===== src/rtl/key_sched_pkg.sv =====
// Shared widths and state encoding for the round-key sequencer and its key schedule.
package key_sched_pkg;

    localparam int KEY_W      = 32;
    localparam int RK_W       = 8;
    localparam int NUM_ROUNDS = 4;
    localparam int IDX_W      = 2;

    typedef enum logic [1:0] {
        EMPTY  = 2'd0,
        LOADED = 2'd1,
        ISSUE  = 2'd2
    } rks_state_t;

endpackage


===== src/rtl/key_schedule.sv =====
// Expands a 32-bit cipher key into four 8-bit round keys K0..K3 (purely combinational).
module key_schedule
    import key_sched_pkg::*;
(
    input  logic [KEY_W-1:0]                 key,
    output logic [NUM_ROUNDS-1:0][RK_W-1:0]  rks
);

    // Each round key is a byte window at a nibble offset; K3 wraps the top and bottom nibbles.
    assign rks[0] = key[11:4];
    assign rks[1] = key[19:12];
    assign rks[2] = key[27:20];
    assign rks[3] = {key[31:28], key[3:0]};

endmodule


===== src/rtl/round_key_sequencer.sv =====
// Stores the scheduled round keys of one cipher key and issues them one per handshake,
// K0..K3 for encryption and K3..K0 for decryption.
module round_key_sequencer
    import key_sched_pkg::*;
#(
    parameter bit ZEROIZE = 1'b0
) (
    input  logic              clk,
    input  logic              reset,
    input  logic              key_valid,
    input  logic [KEY_W-1:0]  key,
    output logic              key_ready,
    input  logic              start,
    input  logic              decrypt,
    output logic              rk_valid,
    input  logic              rk_ready,
    output logic [RK_W-1:0]   rk,
    output logic [IDX_W-1:0]  rk_idx,
    output logic              rk_last,
    output logic              done,
    output logic              err
);

    localparam logic [IDX_W-1:0] LAST_SLOT = IDX_W'(NUM_ROUNDS - 1);

    rks_state_t                      state;
    logic [IDX_W-1:0]                slot;
    logic                            dec;
    logic [RK_W-1:0]                 rk_store [NUM_ROUNDS];
    logic [NUM_ROUNDS-1:0][RK_W-1:0] sched;

    logic             issuing;
    logic             load;
    logic             start_ok;
    logic             transfer;
    logic             final_xfer;
    logic [IDX_W-1:0] cur_idx;

    key_schedule u_key_schedule (
        .key (key),
        .rks (sched)
    );

    assign issuing    = (state == ISSUE);
    assign load       = key_valid & ~issuing;
    // A start from EMPTY is only legal when a key arrives in the same cycle.
    assign start_ok   = start & ((state == LOADED) | ((state == EMPTY) & key_valid));
    assign transfer   = issuing & rk_ready;
    assign final_xfer = transfer & (slot == LAST_SLOT);
    // Reversing a 2-bit slot number is its bitwise complement (3 - s).
    assign cur_idx    = dec ? ~slot : slot;

    assign key_ready  = ~issuing;
    assign rk_valid   = issuing;
    assign rk_idx     = issuing ? cur_idx : '0;
    assign rk         = issuing ? rk_store[cur_idx] : '0;
    assign rk_last    = issuing & (slot == LAST_SLOT);

    always_ff @(posedge clk) begin
        if (reset) begin
            state <= EMPTY;
            slot  <= '0;
            dec   <= 1'b0;
            done  <= 1'b0;
            err   <= 1'b0;
            for (int i = 0; i < NUM_ROUNDS; i++) begin
                rk_store[i] <= '0;
            end
        end else begin
            done <= final_xfer;
            err  <= start & ~start_ok;

            if (load) begin
                for (int i = 0; i < NUM_ROUNDS; i++) begin
                    rk_store[i] <= sched[i];
                end
            end

            case (state)
                EMPTY, LOADED: begin
                    if (start_ok) begin
                        state <= ISSUE;
                        slot  <= '0;
                        dec   <= decrypt;
                    end else if (load) begin
                        state <= LOADED;
                    end
                end
                ISSUE: begin
                    if (transfer) begin
                        if (slot == LAST_SLOT) begin
                            if (ZEROIZE) begin
                                state <= EMPTY;
                                for (int i = 0; i < NUM_ROUNDS; i++) begin
                                    rk_store[i] <= '0;
                                end
                            end else begin
                                state <= LOADED;
                            end
                        end else begin
                            slot <= slot + 1'b1;
                        end
                    end
                end
                default: state <= EMPTY;
            endcase
        end
    end

endmodule


===== config.mk =====
export PLATFORM = sky130hd
export DESIGN_NAME = round_key_sequencer
export DESIGN_NICKNAME = d
export VERILOG_FILES = /design/src/rtl/key_sched_pkg.sv /design/src/rtl/key_schedule.sv /design/src/rtl/round_key_sequencer.sv
export SDC_FILE = /design/constraint.sdc
export NUM_CORES = 1
export LEC_CHECK = 0
export CORE_MARGIN = 5
export CORE_UTILIZATION = 44
export DETAILED_ROUTE_END_ITERATION = 8
export GPL_TIMING_DRIVEN = 0
export PLACE_DENSITY = 0.81
export SLEW_MARGIN = 20
export SYNTH_ARGS = -nofsm -noshare
export SYNTH_HDL_FRONTEND = slang
export SYNTH_SLANG_ARGS = --single-unit

===== constraint.sdc =====
create_clock -name clk -period 1.95 [get_ports clk]
set_input_delay 0.4875 -clock clk [delete_from_list [all_inputs] [get_ports clk]]
set_output_delay 0.4875 -clock clk [all_outputs]
set_load 0.01 [all_outputs]

==> impl_metrics.env <==
export IMPL_status="finished, violations left"
export IMPL_failed_checks="negative setup slack"
export IMPL_start_util=0.461
export IMPL_ys_flop_type="edfxtp_1"
export IMPL_drt_initial_drc_count=92
export IMPL_yosysTopAreaCell="edfxtp_1"
export IMPL_critPathMostFrequentCell="buf_6"
export IMPL_ir_drop_mv=0.549
export IMPL_grt_pass1_vias=1577
export IMPL_ys_async_sr_fraction=0
export IMPL_wire_per_inst_um=16.2
export IMPL_clock_latency_ns=0.29
export IMPL_antenna_cells=0
export IMPL_max_stage_delay_ns=0.49
export IMPL_cts_max_path_buffers=2
export IMPL_die_w_um=78.2
export IMPL_synth_top_area_share=0.469
export IMPL_place_ws_ns=-0.605
export IMPL_cts_tree="built"
export IMPL_gp_congestion=0.878
export IMPL_critPathLaunchType="flop"
export IMPL_syn_avg_cell_area_um2=12.1
export IMPL_holdCritPathClass="in2reg"
export IMPL_power_total_w=0.00202
export IMPL_drv_slew=0
export IMPL_synth_cell_type_count=36
export IMPL_tns_ns=-3.04
export IMPL_crit_arrival_ns=1.88
export IMPL_holdCritStartpoint="reset"
export IMPL_core_area_mm2=0.00444
export IMPL_slowest_stage="mux4_2"
export IMPL_layout_drive_gt1_share=0.312
export IMPL_setup_viol=9
export IMPL_worst_setup_path_type="reg2out"
export IMPL_rsz0062_at_grt="yes"
export IMPL_required_ns=1.46
export IMPL_critPathLaunch="slot[1]"
export IMPL_synth_area_mm2=0.00205
export IMPL_drtAntennaViolNets=0
export IMPL_slew_headroom=0.531
export IMPL_end_kind="output pin"
export IMPL_io_pins=53
export IMPL_hold_viol_final=0
export IMPL_cts_root_buf="clkbuf_8"
export IMPL_reg2reg_from="state[0]"
export IMPL_hold_buffers=0
export IMPL_synth_edff_count=32
export IMPL_finalCriticalPeriod_ns=2.37
export IMPL_nets=285
export IMPL_grt_pass1_wl_um=7650
export IMPL_ys_warn_count=0
export IMPL_synthTopCellsByArea="edfxtp_1 (47%), and2_1 (10%), dfxtp_1 (6.8%), mux4_2 (5.5%), mux2i_1 (4.4%)"
export IMPL_cts_made_buffers=5
export IMPL_drt_wl_total_um=4850
export IMPL_post_drt_via_cell_ratio=5.21
export IMPL_synth_seq_cells=39
export IMPL_dp_hpwl_um=3110
export IMPL_area_growth_syn_to_layout_pct=48.2
export IMPL_period_share=1.21
export IMPL_num_vias=1559
export IMPL_syn_inst=169
export IMPL_max_freq_ghz=0.422
export IMPL_drc=0
export IMPL_yosysSeqAreaShare=0.538
export IMPL_path_max_fanout=5
export IMPL_gr_usage_all_layers=0.163
export IMPL_p_per_area_mw_per_mm2=667
export IMPL_syn_nets=208
export IMPL_grt_max_degree=33
export IMPL_setup_ws_ns=-0.417
export IMPL_grt_overflow=0
export IMPL_fp_dieArea_mm2=0.00612
export IMPL_portBuffers=51
export IMPL_p_leak_nw=1.24
export IMPL_rows=24
export IMPL_htreeDepth=2
export IMPL_drv_cap=0
export IMPL_crit_chain="buf_6, buf_6, nand2b_4, mux4_2, o22ai_2, buf_2"
export IMPL_worstMarginPinSlew_ns=0.703
export IMPL_die_y_um=78.2
export IMPL_skew_ns=0.00527
export IMPL_cts_sinks=39
export IMPL_antenna_found_initial=0
export IMPL_first_pass_iters=4
export IMPL_path_clk_slew_ns=0.07
export IMPL_n_fill_cell=321
## sequential cells by signal, summed over array words and instances (netlist names)
signal,count
rk_store,32
slot,2
state,2
dec,1
done,1
err,1
## cells in the mapped netlist (4+ instances only)
cell type and n:
and2_1 33, buf_2 6, clkbuf_1 4, dfxtp_1 7, edfxtp_1 32, mux2i_1 9
mux4_2 5, nand2_1 12, nand2b_1 12, o211ai_1 5, o22ai_1 7
## routing by layer
metal | up-vias | track usage | wire [µm] | part of all wire
met3 | 11 | 0.0343 | 275 | 0.057
met5 | - | 0 | 0 | 0
met1 | 733 | 0.215 | 2110 | 0.43
li1 | 763 | - | - | -
met4 | 0 | 0.0839 | 126 | 0.026
met2 | 52 | 0.253 | 2340 | 0.48
## where the power goes
part           leakage (nW)  internal (W)  switching, W
Sequential            0.408      0.000971     0.0000339
Combinational         0.778      0.000217      0.000144
Clock                0.0524      0.000383      0.000274
Total                  1.24       0.00157      0.000452
## area by class of cell
cell class	count	area (µm²)	area share
Sequential cell	39	1110	0.366
Multi-Input combinational cell	113	930	0.306
Timing Repair Buffer	71	674	0.222
Buffer	13	138	0.0454
Clock buffer	7	76.3	0.0252
Tap cell	52	65.1	0.0214
Clock inverter	1	30.0	0.00990
Inverter	3	11.3	0.00371
## cells in the final DEF, fill, tap and decap left out, types with 3 or more instances in the layout
cell / count
o211ai_1: 5
mux4_2: 5
nand2b_1: 6
buf_6: 10
nor2_1: 3
and2_1: 33
dfxtp_2: 4
clkbuf_2: 3
nor3b_1: 3
a21oi_1: 3
nand2_1: 11
mux2i_1: 9
clkbuf_8: 6
buf_2: 11
nand2b_4: 6
buf_4: 13
clkbuf_1: 3
o22ai_2: 5
and3b_1: 3
clkdlybuf4s50_1: 39
edfxtp_1: 32
## kinds of logic after synthesis
group                    synth area share
multiplexers                       0.0990
flip-flops                          0.538
adder cells (fa/ha/maj)           0.00611
XOR/XNOR                          0.00856
AO/OA/AOI/OAI                      0.0740
buffers and inverters              0.0562
AND/OR/NAND/NOR                     0.218
## worst max-delay path: cells and delay by family, from the launching register on
kind            cells  cell delay (ns)
mux                 1             0.49
flops               1             0.36
simple gates        1             0.13
buf+inv             3             0.41
compound gates      1             0.20
## worst paths after layout
kind                         end  slack [ns]  depth (start not counted)
setup / recovery           rk[3]       -0.42                          6
hold / removal          state[1]        0.56                          2
setup reg to reg  rk_store[1][3]        0.31                          3
hold reg to reg             done        0.70                          3
## what timing repair did
item | CTS | global route
endpoints found under the setup margin | 34 | 11
pin swaps | 2 | 4
setup buffers | 10 | 7
hold endpoints to repair | 0 | 0
cloned | 3 | 0
gates resized for setup | 69 | 13
## through the flow
| stage | cell area [µm²] | std cells | hold slack, ns | util |
|---|---|---|---|---|
| 6_report | 3030 | 299 | 0.563 | 0.683 |
| 5_1_grt | 3030 | 299 | 0.614 | 0.683 |
| 4_1_cts | 2950 | 292 | 0.560 | 0.665 |
| 3_5_place_dp | 2620 | 272 | 0.651 | 0.590 |
| 3_3_place_gp | 2620 | 272 | 0.644 | 0.590 |
| 2_1_floorplan | 2050 | 169 | 0.588 | - |
No activity file was read; power rests on OpenSTA's default activity.
